**config.mk**
```make
export PLATFORM = sky130hd
export DESIGN_NAME = bsg_cam_nr1w_sync_repl_flat
export DESIGN_NICKNAME = d
export VERILOG_FILES = /design/src/rtl/bsg_cam_pkg.sv /design/src/rtl/bsg_cam_nr1w_sync_repl_if.sv /design/src/rtl/bsg_cam_victim_sel.sv /design/src/rtl/bsg_cam_nr1w_sync_repl.sv /design/src/flat_wrapper.sv
export SDC_FILE = /design/constraint.sdc
export NUM_CORES = 1
export LEC_CHECK = 0
export ABC_CLOCK_PERIOD_IN_PS = 4200
export CAP_MARGIN = 20
export CORE_MARGIN = 2
export CORE_UTILIZATION = 40
export CTS_CLUSTER_SIZE = 30
export DETAILED_ROUTE_END_ITERATION = 7
export PLACE_DENSITY = 0.6
export SLEW_MARGIN = 20
export SYNTH_ARGS = -nofsm -noshare
export SYNTH_HDL_FRONTEND = slang
export SYNTH_HIERARCHICAL = 1
export SYNTH_SLANG_ARGS = --single-unit
```
**constraint.sdc**
```tcl
create_clock -name clk -period 4.2 [get_ports clk]
set_input_delay 1.05 -clock clk [delete_from_list [all_inputs] [get_ports clk]]
set_output_delay 1.05 -clock clk [all_outputs]
set_load 0.005 [all_outputs]
```
**src/rtl/bsg_cam_pkg.sv**
```systemverilog
// Shared operation encodings for the n-read / 1-write CAM.
package bsg_cam_pkg;

  localparam logic [1:0] BSG_CAM_OP_WRITE = 2'd0;
  localparam logic [1:0] BSG_CAM_OP_INVAL = 2'd1;
  localparam logic [1:0] BSG_CAM_OP_NUKE  = 2'd2;
  localparam logic [1:0] BSG_CAM_OP_RSVD  = 2'd3;

  typedef enum logic [1:0] {
    e_cam_write = BSG_CAM_OP_WRITE,
    e_cam_inval = BSG_CAM_OP_INVAL,
    e_cam_nuke  = BSG_CAM_OP_NUKE,
    e_cam_rsvd  = BSG_CAM_OP_RSVD
  } bsg_cam_op_e;

endpackage

```
**src/rtl/bsg_cam_nr1w_sync_repl_if.sv**
```systemverilog
// Write-port, read-port and status bundle of the CAM; master drives requests.
interface bsg_cam_nr1w_sync_repl_if
  #(parameter int tag_width_p  = 8,
    parameter int data_width_p = 16,
    parameter int rports_p     = 2);

  logic                             w_v_i;
  logic [1:0]                       w_op_i;
  logic [tag_width_p-1:0]           w_tag_i;
  logic [data_width_p-1:0]          w_data_i;
  logic [rports_p-1:0]              r_v_i;
  logic [rports_p*tag_width_p-1:0]  r_tag_i;
  logic [rports_p-1:0]              r_v_o;
  logic [rports_p*data_width_p-1:0] r_data_o;
  logic                             evict_v_o;
  logic [tag_width_p-1:0]           evict_tag_o;
  logic [data_width_p-1:0]          evict_data_o;
  logic                             empty_o;
  logic                             full_o;

  modport master (
    output w_v_i, w_op_i, w_tag_i, w_data_i, r_v_i, r_tag_i,
    input  r_v_o, r_data_o, evict_v_o, evict_tag_o, evict_data_o, empty_o, full_o
  );

  modport slave (
    input  w_v_i, w_op_i, w_tag_i, w_data_i, r_v_i, r_tag_i,
    output r_v_o, r_data_o, evict_v_o, evict_tag_o, evict_data_o, empty_o, full_o
  );

endinterface

```
**src/rtl/bsg_cam_victim_sel.sv**
```systemverilog
// Chooses the entry a WRITE lands in: the hit entry, else lowest free, else round-robin.
module bsg_cam_victim_sel
  #(parameter int els_p = 8)
  (input  logic             clk,
   input  logic             reset,
   input  logic [els_p-1:0] valid_i,
   input  logic [els_p-1:0] hit_i,
   input  logic             advance_i,
   input  logic             clear_i,
   output logic [els_p-1:0] sel_o,
   output logic             evict_sel_o);

  localparam int rr_w = $clog2(els_p);

  logic [rr_w-1:0]  rr_r;
  logic [els_p-1:0] free_oh;
  logic [els_p-1:0] rr_oh;
  logic             found;
  logic             any_hit;

  always_comb begin
    free_oh = '0;
    found   = 1'b0;
    for (int k = 0; k < els_p; k++) begin
      if (!valid_i[k] && !found) begin
        free_oh[k] = 1'b1;
        found      = 1'b1;
      end
    end
  end

  always_comb begin
    rr_oh       = '0;
    rr_oh[rr_r] = 1'b1;
  end

  assign any_hit     = |hit_i;
  assign evict_sel_o = !any_hit && (&valid_i);

  always_comb begin
    sel_o = free_oh;
    if (any_hit)          sel_o = hit_i;
    else if (evict_sel_o) sel_o = rr_oh;
  end

  // The pointer wraps explicitly so non-power-of-2 depths never index past the end.
  always_ff @(posedge clk or negedge reset) begin
    if (!reset)
      rr_r <= '0;
    else if (clear_i)
      rr_r <= '0;
    else if (advance_i) begin
      if (rr_r == rr_w'(els_p-1)) rr_r <= '0;
      else                        rr_r <= rr_r + 1'b1;
    end
  end

endmodule

```
**src/rtl/bsg_cam_nr1w_sync_repl.sv**
```systemverilog
// CAM with rports_p synchronous read ports, one write port, automatic replacement.
module bsg_cam_nr1w_sync_repl
  import bsg_cam_pkg::*;
  #(parameter int els_p        = 8,
    parameter int tag_width_p  = 8,
    parameter int data_width_p = 16,
    parameter int rports_p     = 2)
  (input logic clk,
   input logic reset,
   bsg_cam_nr1w_sync_repl_if.slave cam);

  logic [els_p-1:0]        valid_r;
  logic [tag_width_p-1:0]  tag_r  [els_p];
  logic [data_width_p-1:0] data_r [els_p];

  bsg_cam_op_e             op;
  logic                    write_v, inval_v, nuke_v;
  logic [els_p-1:0]        w_hit;
  logic [els_p-1:0]        w_sel;
  logic                    evict_sel;
  logic [tag_width_p-1:0]  victim_tag;
  logic [data_width_p-1:0] victim_data;

  logic                    evict_v_p1;
  logic [tag_width_p-1:0]  evict_tag_p1;
  logic [data_width_p-1:0] evict_data_p1;

  assign op      = bsg_cam_op_e'(cam.w_op_i);
  assign write_v = cam.w_v_i && (op == e_cam_write);
  assign inval_v = cam.w_v_i && (op == e_cam_inval);
  assign nuke_v  = cam.w_v_i && (op == e_cam_nuke);

  // p0: write-port tag match and victim choice
  always_comb begin
    for (int k = 0; k < els_p; k++)
      w_hit[k] = valid_r[k] && (tag_r[k] == cam.w_tag_i);
  end

  bsg_cam_victim_sel #(.els_p(els_p)) victim_sel (
    .clk         (clk),
    .reset       (reset),
    .valid_i     (valid_r),
    .hit_i       (w_hit),
    .advance_i   (write_v && evict_sel),
    .clear_i     (nuke_v),
    .sel_o       (w_sel),
    .evict_sel_o (evict_sel)
  );

  always_comb begin
    victim_tag  = '0;
    victim_data = '0;
    for (int k = 0; k < els_p; k++) begin
      if (w_sel[k]) begin
        victim_tag  = victim_tag  | tag_r[k];
        victim_data = victim_data | data_r[k];
      end
    end
  end

  // p0 -> storage: valid bits are control and reset; tag/data payload is not
  always_ff @(posedge clk or negedge reset) begin
    if (!reset)
      valid_r <= '0;
    else if (nuke_v)
      valid_r <= '0;
    else if (write_v)
      valid_r <= valid_r | w_sel;
    else if (inval_v)
      valid_r <= valid_r & ~w_hit;
  end

  always_ff @(posedge clk) begin
    for (int k = 0; k < els_p; k++) begin
      if (write_v && w_sel[k]) begin
        tag_r[k]  <= cam.w_tag_i;
        data_r[k] <= cam.w_data_i;
      end
    end
  end

  // p0 -> p1: eviction report
  always_ff @(posedge clk or negedge reset) begin
    if (!reset) begin
      evict_v_p1    <= 1'b0;
      evict_tag_p1  <= '0;
      evict_data_p1 <= '0;
    end else begin
      evict_v_p1 <= write_v && evict_sel;
      if (write_v && evict_sel) begin
        evict_tag_p1  <= victim_tag;
        evict_data_p1 <= victim_data;
      end
    end
  end

  assign cam.evict_v_o    = evict_v_p1;
  assign cam.evict_tag_o  = evict_tag_p1;
  assign cam.evict_data_o = evict_data_p1;
  assign cam.empty_o      = ~|valid_r;
  assign cam.full_o       = &valid_r;

  for (genvar p = 0; p < rports_p; p++) begin : g_rd
    logic [tag_width_p-1:0]  tag_p0;
    logic [els_p-1:0]        hit_p0;
    logic [data_width_p-1:0] data_p0;
    logic                    r_v_p1;
    logic [data_width_p-1:0] r_data_p1;

    assign tag_p0 = cam.r_tag_i[p*tag_width_p +: tag_width_p];

    // p0: at most one valid entry matches, so a plain OR acts as the mux
    always_comb begin
      data_p0 = '0;
      for (int k = 0; k < els_p; k++) begin
        hit_p0[k] = valid_r[k] && (tag_r[k] == tag_p0);
        if (hit_p0[k]) data_p0 = data_p0 | data_r[k];
      end
    end

    // p0 -> p1: registered read result, sees pre-write contents
    always_ff @(posedge clk or negedge reset) begin
      if (!reset) begin
        r_v_p1    <= 1'b0;
        r_data_p1 <= '0;
      end else begin
        r_v_p1 <= cam.r_v_i[p] && (|hit_p0);
        if (cam.r_v_i[p]) r_data_p1 <= data_p0;
      end
    end

    assign cam.r_v_o[p]                                = r_v_p1;
    assign cam.r_data_o[p*data_width_p +: data_width_p] = r_data_p1;
  end

endmodule

```
**src/flat_wrapper.sv**
```systemverilog
// flat-port wrapper written by rule: the top's interface ports become plain ports
module bsg_cam_nr1w_sync_repl_flat import bsg_cam_pkg::*;
#(parameter int els_p        = 8,
    parameter int tag_width_p  = 8,
    parameter int data_width_p = 16,
    parameter int rports_p     = 2)
  (clk, reset, cam_w_v_i, cam_w_op_i, cam_w_tag_i, cam_w_data_i, cam_r_v_i, cam_r_tag_i, cam_r_v_o, cam_r_data_o, cam_evict_v_o, cam_evict_tag_o, cam_evict_data_o, cam_empty_o, cam_full_o);
  bsg_cam_nr1w_sync_repl_if #(.tag_width_p(tag_width_p), .data_width_p(data_width_p), .rports_p(rports_p)) cam_i ();
  input logic clk;
  input logic reset;
  input wire logic [$bits(cam_i.w_v_i)-1:0] cam_w_v_i;
  input wire logic [$bits(cam_i.w_op_i)-1:0] cam_w_op_i;
  input wire logic [$bits(cam_i.w_tag_i)-1:0] cam_w_tag_i;
  input wire logic [$bits(cam_i.w_data_i)-1:0] cam_w_data_i;
  input wire logic [$bits(cam_i.r_v_i)-1:0] cam_r_v_i;
  input wire logic [$bits(cam_i.r_tag_i)-1:0] cam_r_tag_i;
  output wire logic [$bits(cam_i.r_v_o)-1:0] cam_r_v_o;
  output wire logic [$bits(cam_i.r_data_o)-1:0] cam_r_data_o;
  output wire logic [$bits(cam_i.evict_v_o)-1:0] cam_evict_v_o;
  output wire logic [$bits(cam_i.evict_tag_o)-1:0] cam_evict_tag_o;
  output wire logic [$bits(cam_i.evict_data_o)-1:0] cam_evict_data_o;
  output wire logic [$bits(cam_i.empty_o)-1:0] cam_empty_o;
  output wire logic [$bits(cam_i.full_o)-1:0] cam_full_o;
  assign cam_i.w_v_i = cam_w_v_i;
  assign cam_i.w_op_i = cam_w_op_i;
  assign cam_i.w_tag_i = cam_w_tag_i;
  assign cam_i.w_data_i = cam_w_data_i;
  assign cam_i.r_v_i = cam_r_v_i;
  assign cam_i.r_tag_i = cam_r_tag_i;
  assign cam_r_v_o = cam_i.r_v_o;
  assign cam_r_data_o = cam_i.r_data_o;
  assign cam_evict_v_o = cam_i.evict_v_o;
  assign cam_evict_tag_o = cam_i.evict_tag_o;
  assign cam_evict_data_o = cam_i.evict_data_o;
  assign cam_empty_o = cam_i.empty_o;
  assign cam_full_o = cam_i.full_o;
  bsg_cam_nr1w_sync_repl #(.els_p(els_p), .tag_width_p(tag_width_p), .data_width_p(data_width_p), .rports_p(rports_p)) u_core (.clk(clk), .reset(reset), .cam(cam_i));
endmodule
```
---- Yosys cells after proc, flatten, opt, wreduce, memory -nomap -nowiden ----
Memories as Yosys holds them, arrays and structs flattened.
Index checks and enable logic that the tools add are counted.
storage, ports and cells
  register bits after elaboration ......... 70
  memory bits (writable) .................. 192
  input bits .............................. 47
  output and inout port bits .............. 61
  logic and storage cells ................. 214
  memories ................................ 2
memory list
  name           words  bits a word  read ports  clocked after Yosys merged registers in  wr ports  line                          RTL
  u_core.data_r  8      16           8           0                                        8         bsg_cam_nr1w_sync_repl.sv:14  logic [data_width_p-1:0] data_r [els_p];
  u_core.tag_r   8      8            8           0                                        8         bsg_cam_nr1w_sync_repl.sv:13  logic [tag_width_p-1:0] tag_r [els_p];
operators by class
  add/subtract/negate cells ............... 1
  $lt $le $gt $ge ......................... 2
  equal/unequal tests ..................... 27
  multiplexer cells ....................... 72
  bitwise gates (word level) .............. 31
  reduce and logical (&&, ||, !) cells .... 70
operators with widths
  operator                                                     number
  two-way mux 16 bit                                           24
  bitwise OR 16 bit                                            21
  equality test 8 bit                                          24
  two-way mux 8 bit                                            13
  bitwise OR 8 bit                                             8
  logical AND 1 bit                                            47
  OR reduction 8 bit                                           4
  two-way mux 1 bit                                            31
  zero test 1 bit                                              15
  two-way mux 3 bit                                            3
  bitwise AND 8 bit                                            1
  NOT 8 bit                                                    1
  AND reduction 8 bit                                          1
  less-than comparator 3 x 4 -> 1 bit (second input constant)  1
  adder 3 x 1 -> 3 bit (second input constant)                 1
  demux 1 bit (select 3 bit)                                   1
  equality test 3 bit (second input constant)                  1
  >= comparator 3 x 1 -> 1 bit (second input constant)         1
  nonzero test 3 bit                                           1
  equality test 2 x 1 -> 1 bit (second input constant)         1
  equality test 2 bit (second input constant)                  1
  zero test 2 bit                                              1
  nonzero test 2 bit                                           1

---- Longest topological paths before layout ----
Gate-level depths: netlist (run 1).
  depth after elaboration ................. 38
  depth in mapped cells ................... 12
  mapped depth without buffers ............ 9

---- Modules after synthesis ----
Netlist (run 1), hierarchy kept.
by module, submodules not included
  module                  instances  cells each  area each (µm²)  seq. area each (µm²)
  bsg_cam_nr1w_sync_repl  1          1,227       14,114.8         7,442.1
  bsg_cam_victim_sel      1          51          451.7            75.1

---- Least setup slack after synthesis (run 1) ----
Ideal clock, no wire load.
  path kind ............................... input -> register
  start point ............................. input cam_w_tag_i[1]
  end point ............................... memory u_core.data_r[2][0] (netlist: u_core/data_r[0][32]), enable pin
  setup time .............................. 383 ps
  data arrival time ....................... 3,859 ps
  data required time ...................... 3,817 ps
  slack ................................... -42 ps
  stages on the path ...................... 10
  buffers on the path ..................... 3
  cell sequence ........................... clkbuf_1 -> xor2_1 -> nor4_1 -> and3_1 -> nor4_4 -> nand4_2 -> o31ai_2 -> clkbuf_1 -> clkbuf_1 -> and2_1
RTL lines
  what                line                          RTL
  start: declaration  flat_wrapper.sv:13            input wire logic [$bits(cam_i.w_tag_i)-1:0] cam_w_tag_i;
  end: declaration    bsg_cam_nr1w_sync_repl.sv:14

---- Worst setup path in the final report (run 1) ----
  start point ............................. input cam_w_tag_i[0]
  end point ............................... register u_core.evict_tag_p1[1] (netlist: u_core/cam.evict_tag_o[1])
between the ends
  longest elaborated chain between the ends .. 22
  elaborated cells between the ends (all ways) .. 37
  those cells by class .................... eq/ne (8); mux (10); bitwise (7); reduce/logical (12)
RTL lines
  what                       line                          RTL
  equality test 8 bit (*)    bsg_cam_nr1w_sync_repl.sv:36  w_hit[k] = valid_r[k] && (tag_r[k] == cam.w_tag_i);
  logical AND 1 bit (*)      bsg_cam_nr1w_sync_repl.sv:36
  named net u_core.w_hit[5]  bsg_cam_nr1w_sync_repl.sv:18  logic [els_p-1:0] w_hit;
  OR reduction 8 bit (*)     bsg_cam_victim_sel.sv:37      assign any_hit = |hit_i;
  zero test 1 bit            bsg_cam_victim_sel.sv:38      assign evict_sel_o = !any_hit && (&valid_i);
  logical AND 1 bit          bsg_cam_victim_sel.sv:38
  two-way mux 8 bit          bsg_cam_victim_sel.sv:43      else if (evict_sel_o) sel_o = rr_oh;
  two-way mux 8 bit (*)      bsg_cam_victim_sel.sv:42      if (any_hit) sel_o = hit_i;
  named net u_core.w_sel[0]  bsg_cam_nr1w_sync_repl.sv:19  logic [els_p-1:0] w_sel;
  (+7 left out)              n/a
  bitwise OR 8 bit           bsg_cam_nr1w_sync_repl.sv:55  victim_tag = victim_tag | tag_r[k];
  two-way mux 8 bit (*)      bsg_cam_nr1w_sync_repl.sv:54  if (w_sel[k]) begin
  bitwise OR 8 bit           bsg_cam_nr1w_sync_repl.sv:55
  two-way mux 8 bit (*)      bsg_cam_nr1w_sync_repl.sv:54
  bitwise OR 8 bit           bsg_cam_nr1w_sync_repl.sv:55
  two-way mux 8 bit (*)      bsg_cam_nr1w_sync_repl.sv:54
  bitwise OR 8 bit           bsg_cam_nr1w_sync_repl.sv:55
  two-way mux 8 bit (*)      bsg_cam_nr1w_sync_repl.sv:54
  end signal: assignment     bsg_cam_nr1w_sync_repl.sv:91  evict_tag_p1 <= victim_tag;
  end: declaration           bsg_cam_nr1w_sync_repl.sv:25  logic [tag_width_p-1:0] evict_tag_p1;
Mark *: on every way through the listed nets, which the timed path passes. The rest lies on a longest branch.
A chain may end at the register's enable or synchronous reset.

==> results of run 1 <==
placed cells by master (no fill, tap or decap), types with 6 or more instances in the layout:
cell             netlist  final
a31oi_1               27     27
xor2_1                66     66
clkdlybuf4s50_1        0    106
nand4_1               17     17
buf_4                 13    135
a221oi_1              48     48
edfxtp_1             192    192
a2111oi_0             19     19
nor3_1                78     77
and2_1                10      6
inv_1                 33     33
buf_12                 0     27
xnor2_2               12     12
and3_1                11     11
nor4_1                70     70
clkbuf_16              0     29
nor4b_1                8      8
xnor2_1              114    114
dfrtp_1               70     70
nand4b_1              26     26
clkinv_2               0     10
a21boi_0               8      8
nand3_1               66     66
a22o_1                48     48
a22oi_1               63     63
nor2_1                63     63
nor3_2                 6      7
nand2_1               40     40
a21oi_1                9      9
a41oi_1               29     29
through the flow:
| stage | std cells | hold slack [ns] | TNS [ns] |
|---|---|---|---|
| 4_1_cts | 1963 | 0.5535 | 0 |
| 5_1_grt | 1963 | 0.5459 | 0 |
| 6_report | 1964 | 0.4902 | 0 |
| 3_5_place_dp | 1909 | 0.5378 | -18.53 |
| 2_1_floorplan | 1278 | 0.5381 | 0 |
| 3_3_place_gp | 1909 | 0.5474 | -16.77 |
state kept, by name (all words and copies together) (netlist names):
signal and flops:
u_core/victim_sel/rr_r 3, u_core/cam.evict_tag_o 8, u_core/cam.evict_v_o 1, u_core/cam.evict_data_o 16
u_core/g_rd.r_data_p1 32, u_core/tag_r 64, u_core/valid_r 8, u_core/data_r 128
u_core/g_rd.r_v_p1 2
final cells by class:
cell class / count / area share, %
Clock buffer: 32 / 4.127
Clock inverter: 22 / 1.398
Inverter: 33 / 0.6753
Antenna cell: 1 / 0.01364
Tap cell: 461 / 3.145
Timing Repair Buffer: 269 / 14.32
Sequential cell: 262 / 40.98
Multi-Input combinational cell: 884 / 35.34
power by group:
part	leakage (nW)	internal, W	total, W	switching [W]
clock network	0.496	0.00161	0.00272	0.00111
logic	3.04	0.000336	0.000767	0.000432
registers	2.66	0.00283	0.00289	0.0000611
layer usage:
| metal | GRT usage (%) | up-vias |
|---|---|---|
| met3 | 7.236 | 192 |
| met1 | 42.58 | 6409 |
| li1 | - | 5425 |
| met4 | 12.38 | 0 |
| met5 | 0 | - |
| met2 | 49.06 | 1049 |
kinds of logic (layout without fill, tap and decap cells):
family	after synthesis	count (layout)
mux	2	2
flops	262	262
compound gates	269	269
buf+inv	132	356
simple gates	419	419
other cells	0	1
xor+xnor	192	192
fa+ha+maj	2	2
worst max-delay path, stage by stage:
cell             delay (ns)
clkdlybuf4s50_1        0.45
buf_12                 0.17
xor2_1                 0.14
nor4_1                 0.56
buf_4                  0.22
and3_1                 0.23
nor4_4                 0.09
buf_4                  0.14
a31oi_1                0.36
o41ai_4                0.16
buf_4                  0.25
a22o_1                 0.23
a221oi_1               0.28
a31oi_1                0.14
how the worst max path moves through the flow:
stage / startpoint / end / slack, ns
3_5_place_dp: cam_w_tag_i[0] / u_core/cam.evict_data_o[0] / -0.25
6_report: cam_w_tag_i[0] / u_core/cam.evict_tag_o[1] / 0.15
3_3_place_gp: cam_w_tag_i[1] / u_core/cam.evict_data_o[5] / -0.37
2_1_floorplan: cam_w_tag_i[1] / u_core/data_r[0][16] / 0.01
4_1_cts: cam_w_tag_i[0] / u_core/cam.evict_tag_o[1] / 0.29
5_1_grt: cam_w_tag_i[1] / u_core/cam.evict_tag_o[1] / 0.07
==> metrics list, run 1 <==
* Synth Instances: 1278
- Number of ports placed on the die boundary: 108
* Relative max-transition margin: 35.64%
- Number of global-route vias before repair: 12710
- Worst reg-to-reg setup slack: between 0.6 and 0.7 ns
- Nets in the synthesized netlist: around 1300
- At the worst endpoint, the required time is 4.63 ns.
* Gates resized, CTS repair: 0
* Detailed route wirelength on metal3: 7291 um
- During synthesis, Yosys emitted a total of 6 warnings.
- Achievable Freq: about 250 MHz
- STA classifies the critical path endpoint as a flop.
- For this block, the via count after detailed routing is 13080.
- Summed over all cells, the static leakage comes to 6.196 nW.
- The routed design has 60780 um of wire.
- After synthesis the netlist holds a flip-flop and latch count of 262.
- Count of cell types in the netlist: 53
- After Yosys synthesis, and, or, nand and nor cells account for 16.65% of the synthesized area.
* Initial antenna violation count: 0
- Overall power: 0.006380 W
- Top Layer Used: met4
* Worst Tran Pin Value: 0.9410 ns
- Unrepaired setup endpoints after global routing: false
- In this run the vertical extent of the chip is 194.8 um.
* Share of final-layout standard cells stronger than drive strength 1: 17.58%
- After detailed routing, the wire length on met1 is 24020 um.
- The hold violation total from the final report came to 0.
- The number of clock buffers added by TritonCTS is 29.
- Period minus WS final: 4.054 ns
* Vias per inst: 6.657
- Pin count of the biggest net entering global routing: 71
- Met2 WL: 26800 um
* Wire length of the first global-routing pass: between 80000 and 90000 um
- The synthesized netlist occupies a cell area of ~0.015 mm2.
* Share of the synthesized area in the top cell type: 39.58%
- Fraction of synthesis flops using an asynchronous set or reset pin: 26.72%
* Post-synth EDFFs: 192
* Post-CTS Setup Repair Bufs: 0
- Each instance of the synthesized netlist takes up on average 11.40 um2.
- Input and output buffers added on the ports amount to approximately 110.
- Across the whole layout, storage elements account for around 0.0075 mm2.
- From synthesis to final layout, the design area changed by 25.92%.
- The net count of the finished layout is 1528.
- TritonCTS built the clock tree.
- Dpl ws: -0.2531 ns
* Global-route usage over all layers: 31.47%
- After layout, the worst setup slack is 0.1461 ns.
* Area occupied by multi-input gates: approximately 0.0065 mm2
- Dividing total power by cell area gives a power density of about 350 mW/mm2.
* Main combinational cell family by area after synthesis: simple AND/OR/NAND/NOR gates
- Post-Synth XOR/XNOR Area: 12.16%
* Maximum clock insertion buffer count: 3
- R2r worst-path depth: 12
- The portion of synthesized area spent on multiplexers is 0.1374%.
* Kind of start point of the critical path: input port
* Number of setup violations in the final report: 0
- The worst hold path belongs to the class in2async.
- Die width: 194.8 um
* Post-synthesis compound-gate area fraction: between 10% and 20%
* Total placed instance area: 0.01732 mm2
- For this run the aggregate overflow at the end of global routing stands at 0.
- By area the synthesized netlist is led by edfxtp_1 (40%), dfrtp_1 (12%), xnor2_1 (6.9%).
- VDD IR-drop max: about 0.29 mV
* Post-detailed-route DRC marker count: 0
- Floorplan die area: 0.03796 mm2
- In this run the number of H-tree levels came out at 1.
- After clock tree synthesis, the clock-pin slew on the worst setup and hold paths is 0.06 ns.
* Run status: completed
- After detailed routing, the average wire length per cell comes to 30.94 um.
- STA puts the critical path data arrival time at 4.48 ns.
* Top-count cell post-synth: edfxtp_1
- Length of the first detailed-routing pass in iterations: 8
- The worst register-to-register path begins at u_core/tag_r[1][8].
* Type of the worst setup path: in2reg
- The detailed router finished its first iteration with roughly 1900 violations.
* Post-layout instance area: 0.01834 mm2
* Final core area utilization: 51.32%
- After layout, the worst path uses 96.52% of the clock period.
- Of all nets on the critical path, the largest fanout is 14.
- Row count: 69
- Clk Latency, worst-skew pair: 0.57 ns
- Clock sink count: 262
- Once the floorplan was initialized, standard cells occupied 40.75% of the core.
* Most common flop cell mapped by yosys: edfxtp_1
- Summing the areas of all fa, ha and maj instances in the mapped netlist gives less than 1% of the synthesized area.
- The tree is rooted in a clkbuf_16.
- Most numerous cell types in the synthesized netlist: edfxtp_1 (192), xnor2_1 (114), nor3_1 (78), dfrtp_1 (70), nor4_1 (70)
* Count of maximum capacitance violations: 0
- The worst register-to-register path ends at u_core/cam.evict_tag_o[1].
- Once detail routing completed, the nets flagged for antenna violations numbered 0.
- Counting the fill cells in the layout gives 3244.
* Sequential-to-total area share from yosys stat: 51.61%
- Core box area: 0.03574 mm2
- # hold bufs at CTS: 0
- Hpwl dp: 42890 um
- Yosys top cell by area: edfxtp_1
- Final max-slew violation count: 0
- For the final database, setup skew stands at 0.01382 ns.
- The congestion estimate from routability-driven global placement came to 0.9583.
Note: power is estimated with default switching activity, not from simulation.
==> run 2, diff against run 1 <==
--- a/config.mk
+++ b/config.mk
@@ -9,6 +9,8 @@
 export CAP_MARGIN = 20
 export CORE_MARGIN = 2
 export CORE_UTILIZATION = 40
+export CTS_BUF_LIST = sky130_fd_sc_hd__clkbuf_16
+export CTS_CLUSTER_DIAMETER = 100
 export CTS_CLUSTER_SIZE = 30
 export DETAILED_ROUTE_END_ITERATION = 7
 export PLACE_DENSITY = 0.6
==> metrics list, run 2 (synthesized netlist as in run 1, its figures left out) <==
- The HPWL after detailed placement is 42890 um.
- Standard cell with the maximum stage delay on the critical path: nor4_1
- Core box area: 0.03574 mm2
* Share of final-layout standard cells stronger than drive strength 1: 15.65%
- Final setup slack of the worst path: between 0.1 and 0.15 ns
- Row count: 69
- Static timing analysis puts the maximum clock frequency at 244.9 MHz.
* Data arrival, critical path: 4.47 ns
* Overflow after GRT: 0
- The analysis attributes to cell leakage a power of about 5.9 nW.
- Commonest non-fill, non-tap cells in the layout: edfxtp_1 (192), buf_4 (135), xnor2_1 (114)
- The later pin in the worst-skew pair is clocked with a latency of roughly 0.54 ns.
* Last weighted congestion value of the routability-driven placer: 0.9583
* Critical Path Most Common Cell: buf_4
* Number of global-route vias before repair: 12470
- Floorplan die area: 0.03796 mm2
- Clock slew at reported path FFs: roughly 0.11 ns
- At the end of the flow the core is filled with cells to approximately half.
- Leaving out fill and tap cells, the most frequent cell in the layout is edfxtp_1.
- Clock sink count: between 200 and 300
- Wire length of the first global-routing pass: 86590 um
* First-iteration detailed-routing DRC count: 1831
- Largest register by flop count: u_core/data_r
- Share of the cycle needed by the critical path after routing: 97.23%
- The hold violation total from the final report came to 0.
- Pin count of the biggest net entering global routing: 71
* Count of fill cells added during filler insertion: 3307
- Number of ports placed on the die boundary: 108
* Synthesis-to-finish area growth: 21.69%
- Gates resized during post-CTS repair numbered 0.
- The number of pins with negative max-slew slack in the final report was 0.
* Number of antenna-violating nets in the routed design: 0
* Maximum level of the CTS H-tree: 1
- Leading registers by flop count: u_core/data_r (128), u_core/tag_r (64), u_core/g_rd.r_data_p1 (32)
* Number of port buffers: between 100 and 150
- Measured against its own limit, the worst slew margin works out to 35.98%.
* Period minus WS final: 4.084 ns
- Die width: 194.8 um
- Post-CTS Setup Repair Bufs: 0
* Kind of cell with the highest combined delay on the critical path: buffers and inverters
* Area occupied by multi-input gates: between 0.006 and 0.007 mm2
- Clock tree synthesis selected as its root buffer the cell clkbuf_16.
- Crit path largest cell delay: 0.56 ns
- The number of antenna violations at the first check in global routing is 0.
- For this run, the post-layout net count is ~1500.
- Power spread over the standard cell area amounts to around 290 mW/mm2.
* Post-detailed-route DRC marker count: 0
- For the pin with the worst max-slew slack, the measured transition is 0.9603 ns.
* Type of the worst setup path: in2reg
* Worst endpoint required time: 4.58 ns
- Count of maximum capacitance violations: 0
* Clock tree from TritonCTS: done
- Combined flip-flop and latch cell area: around 0.0075 mm2
- The register with the most flip-flops in the layout has 128 of them.
- Global routing used 31.13% of the available tracks.
- On the final layout, the worst hold slack is 0.5283 ns.
* Y dimension of the die: roughly 190 um
- Setup clock skew after layout: 0.03366 ns
- Cell-by-cell trace of the critical path: clkdlybuf4s50_1, buf_12, xor2_1, nor4_1, buf_4, and3_1, nor4_4, buf_4, a31oi_1, o41ai_4, buf_4, a22o_1, a221oi_1, a31oi_1
* Number of setup violations in the final report: 0
- The worst setup path is captured at a flop.
- Worst hold path type: in2async
- Cts bufs inserted: 13
* Kind of start point of the critical path: input port
* Dpl ws: -0.2531 ns
* Maximum clock insertion buffer count: 3
- The critical path contains buffers and inverters numbering 5 combined.
- For this configuration, the core starts out at a cell density of 40.75%.
- Total via count after detailed routing: roughly 13000
- Length of the first detailed-routing pass in iterations: 6
- # hold bufs at CTS: 0
* Unrepaired setup endpoints after global routing: false
- In this run the worst path has a maximum fanout of 14.
- DRT Wirelength: 59980 um
* VDD IR-drop max: between 0.2 and 0.25 mV
* Run status: completed
* Vias per inst: 6.687
- Dividing the detail-routed wire length by the instance count gives approximately 31 um.
[run 2: cell count changes in the layout (fill, tap and decap cells not counted), moves of 2 or more]
cell	change
clkbuf_16	-16
clkinv_2	-9
bufinv_16	-5
clkinvlp_4	-4
inv_1	+3
clkbuf_8	-2
clkinv_8	+2
[run 2: area by class of cell]
| class | instances | area share (%) |
|---|---|---|
| multi-input cells | 884 | 36.57 |
| clock inverters | 9 | 0.4023 |
| well taps | 461 | 3.254 |
| diodes | 1 | 0.01412 |
| clock buffers | 13 | 1.835 |
| inverters | 33 | 0.6988 |
| flip-flops and latches | 262 | 42.41 |
| repair buffers | 269 | 14.82 |
[run 2: per-stage QoR]
step	std cells	total power, W	TNS (ns)	area, um2
after CTS	1931	0.005142	0	17720
final	1932	0.005141	0	17730
after floorplan	1278	0.003283	0	14570
after detailed placement	1909	0.003685	-18.53	17320
after global routing	1931	0.005289	0	17720
after global placement	1909	0.003684	-16.77	17320
[run 2: where the power goes]
part | total, W | leakage (nW) | switching, W | internal [W]
Combinational | 0.000767 | 3.04 | 0.000431 | 0.000336
Clock | 0.00149 | 0.203 | 0.000892 | 0.000597
Sequential | 0.00288 | 2.66 | 0.0000608 | 0.00282
Total | 0.00514 | 5.90 | 0.00138 | 0.00376
[run 2: path summary, 6_finish.rpt]
path | startpoint | end | slack [ns] | cells past startpoint
min in group clk | u_core/g_rd[0].r_data_p1[12] | u_core/g_rd[0].r_data_p1[12] | 0.56 | 2
min | reset | u_core/valid_r[4] | 0.53 | 1
max in group asynchronous | reset | u_core/cam.evict_tag_o[0] | 3.08 | 1
min reg2reg | u_core/g_rd[0].r_data_p1[12] | u_core/g_rd[0].r_data_p1[12] | 0.56 | 2
max reg2reg | u_core/tag_r[1][8] | u_core/cam.evict_tag_o[1] | 0.60 | 12
max | cam_w_tag_i[0] | u_core/cam.evict_tag_o[1] | 0.12 | 14
[run 2: routing by layer]
metal | GRT usage (%) | wire length, um | vias to the layer above
met5 | 0 | 0 | -
met4 | 11.70 | 2479 | 0
met3 | 6.212 | 7069 | 176
met2 | 48.40 | 26480 | 998
met1 | 43.05 | 23940 | 6367
li1 | - | - | 5378
==> run 3, diff against run 2 <==
--- a/config.mk
+++ b/config.mk
@@ -14,7 +14,6 @@
 export CTS_CLUSTER_SIZE = 30
 export DETAILED_ROUTE_END_ITERATION = 7
 export PLACE_DENSITY = 0.6
-export SLEW_MARGIN = 20
 export SYNTH_ARGS = -nofsm -noshare
 export SYNTH_HDL_FRONTEND = slang
 export SYNTH_HIERARCHICAL = 1
==> metrics list, run 3 (synthesized netlist as in run 1, its figures left out) <==
* Worst Tran Pin Value: about 0.97 ns
- Share of final-layout standard cells stronger than drive strength 1: 15.70%
- Commonest non-fill, non-tap cell in the layout: edfxtp_1
- # hold bufs at CTS: 0
- The tree built by TritonCTS fans out to 262 sinks.
* Gates resized, CTS repair: 0
- Number of ports placed on the die boundary: ~110
- On the final layout, the worst hold slack is roughly 0.37 ns.
- Clock slew at reported path FFs: 0.11 ns
- Setup repair after global routing left no endpoint under its margin.
* Clk Latency, worst-skew pair: 0.54 ns
* Post-Place Cells: 1909
- Combinational logic is responsible for 14.9% of the overall power.
- After layout, the worst path uses 97.19% of the clock period.
- Wire segments on met2 add up to 26430 um in the final route.
- Number of setup violations in the final report: 0
* VDD IR-drop max: 0.2428 mV
- The detailed router put a total of 24030 um of wire on met1.
* Count of endpoints failing hold in the final timing report: 0
* Post-detailed-route DRC marker count: 0
* Largest register by flop count: u_core/data_r
- Data arrival, critical path: 4.47 ns
* Y dimension of the die: 194.8 um
- The via count of the first global-routing pass came to roughly 12000.
- Worst hold path type: in2async
- First-iteration detailed-routing DRC count: 1911
- The number of pins with negative max-slew slack in the final report came to 0.
* Period minus WS final: just over 4 ns
- Count of maximum capacitance violations: 0
- The flow ran to the end, and the final reports show no timing, DRC or antenna violations.
- Synthesis-to-finish area growth: 21.85%
- Vias per inst: around 6.7
* Pin count of the biggest net entering global routing: 71
- At the end of the flow the core is filled with cells to 49.66%.
* Total via count after detailed routing: 12900
* Portion of total power attributed to sequential cells: 56.1%
- Relative max-transition margin: 35.32%
* DRT Wirelength: 59900 um
* Last weighted congestion value of the routability-driven placer: 0.9583
- The first detailed-routing pass took 5 iterations.
* Number of antenna-violating nets in the routed design: 0
* Worst endpoint required time: 4.59 ns
* Average routed wire per standard cell: between 30 and 40 um
* Clock tree from TritonCTS: done
- Excluding fillers, the count of instances in the completed layout stands at about 1900.
* Number of port buffers: 107
- Power per cell area: 289.9 mW/mm2
* Row count: 69
- In this run the critical register-to-register path is launched from u_core/tag_r[1][8].
- Element type at the critical path end: flop
- Core box area: 0.03574 mm2
- In the final design database the tool counted 1513 nets.
* Post-CTS Setup Repair Bufs: 0
- Relative contribution of the clock network to total power: 29.0%
- Summed over all nets, wire length on met3 after detailed routing comes to 6974 um.
* Count of fill cells added during filler insertion: 3306
- Wire length of the first global-routing pass: 86590 um
* Launch point of the critical path: cam_w_tag_i[0]
- Leak Pwr: roughly 6 nW
* Overflow after GRT: 0
- Clock tree synthesis selected as its root buffer the cell clkbuf_16.
- Maximum clock insertion buffer count: 3
* Maximum level of the CTS H-tree: 1
- Dpl ws: -0.2531 ns
- In the final layout, the registers with the most flip-flops are u_core/data_r (128), u_core/tag_r (64), u_core/g_rd.r_data_p1 (32).
* Top Layer Used: met4
* Post-layout instance area: 0.01775 mm2
* Achievable Freq: ~240 MHz
- Switching Fraction: a little over a quarter
- Leaving out fill and tap cells, the most frequent cells in the layout are edfxtp_1 (192), buf_4 (136), xnor2_1 (114).
* Global-route usage over all layers: 31.13%
- The register with the most flip-flops in the layout has approximately 130 of them.
* Initial antenna violation count: 0
- The worst path meets setup with roughly 0.12 ns of slack.
- Hpwl dp: 42890 um
- Worst reg-to-reg setup slack: 0.60 ns
- The die covers 0.03796 mm2.
- Switching power: 0.001386 W
* Initial core utilization: roughly two fifths
- The worst setup path is of the in2reg kind.
- On the final layout, the worst clock skew is 0.03345 ns.
- TritonCTS created 13 clock buffers.
- In this run the horizontal extent of the chip is 194.8 um.
- Kind of start point of the critical path: input port
- Internal power contribution: 0.003759 W
- Max FO, Critical Path: 14
- Total placed instance area: 0.01732 mm2
-- run 3: worst paths after layout --
kind                                               end  cells past startpoint
setup / recovery             u_core/cam.evict_tag_o[1]                     14
hold / removal                       u_core/valid_r[4]                      1
setup reg to reg             u_core/cam.evict_tag_o[1]                     12
hold reg to reg            u_core/g_rd[1].r_data_p1[8]                      2
max in group asynchronous    u_core/cam.evict_tag_o[1]                      2
min in group clk           u_core/g_rd[1].r_data_p1[8]                      2
-- run 3: power groups by stage --
stage / Sequential (W) / Combinational (W) / Clock, W
detailed placement: 0.00294 / 0.000746 / 0
floorplan: 0.00291 / 0.000369 / 0
finish: 0.00289 / 0.000769 / 0.00149
CTS: 0.00288 / 0.000749 / 0.00151
global placement: 0.00294 / 0.000744 / 0
global route: 0.00289 / 0.000803 / 0.00160
-- run 3: area by class of cell --
type | count | area (um2) | share of cell area [%]
Multi-Input combinational cell | 884 | 6482 | 36.52
Sequential cell | 262 | 7517 | 42.35
Antenna cell | 1 | 2.502 | 0.01410
Inverter | 33 | 123.9 | 0.6979
Tap cell | 461 | 576.8 | 3.250
Timing Repair Buffer | 270 | 2650 | 14.93
Clock inverter | 9 | 71.32 | 0.4018
Clock buffer | 13 | 325.3 | 1.833
-- run 3: stage by stage --
step | TNS (ns) | total power (W)
6_report | 0 | 0.005146
5_1_grt | 0 | 0.005292
4_1_cts | 0 | 0.005142
3_5_place_dp | -18.53 | 0.003685
3_3_place_gp | -16.77 | 0.003684
2_1_floorplan | 0 | 0.003283
-- run 3: worst max-delay path: stages --
cell and delay [ns]:
clkdlybuf4s50_1 0.45, buf_12 0.17, xor2_1 0.14, nor4_1 0.56, buf_4 0.22, and3_1 0.23, nor4_4 0.09, buf_4 0.14
a31oi_1 0.36, o41ai_4 0.16, buf_4 0.25, a22o_1 0.23, a221oi_1 0.29, a31oi_1 0.14
-- run 3: per-layer routing --
metal / up-vias / GRT usage, %
met5: - / 0
met4: 0 / 11.70
met3: 183 / 6.212
met2: 998 / 48.40
met1: 6341 / 43.05
li1: 5377 / -
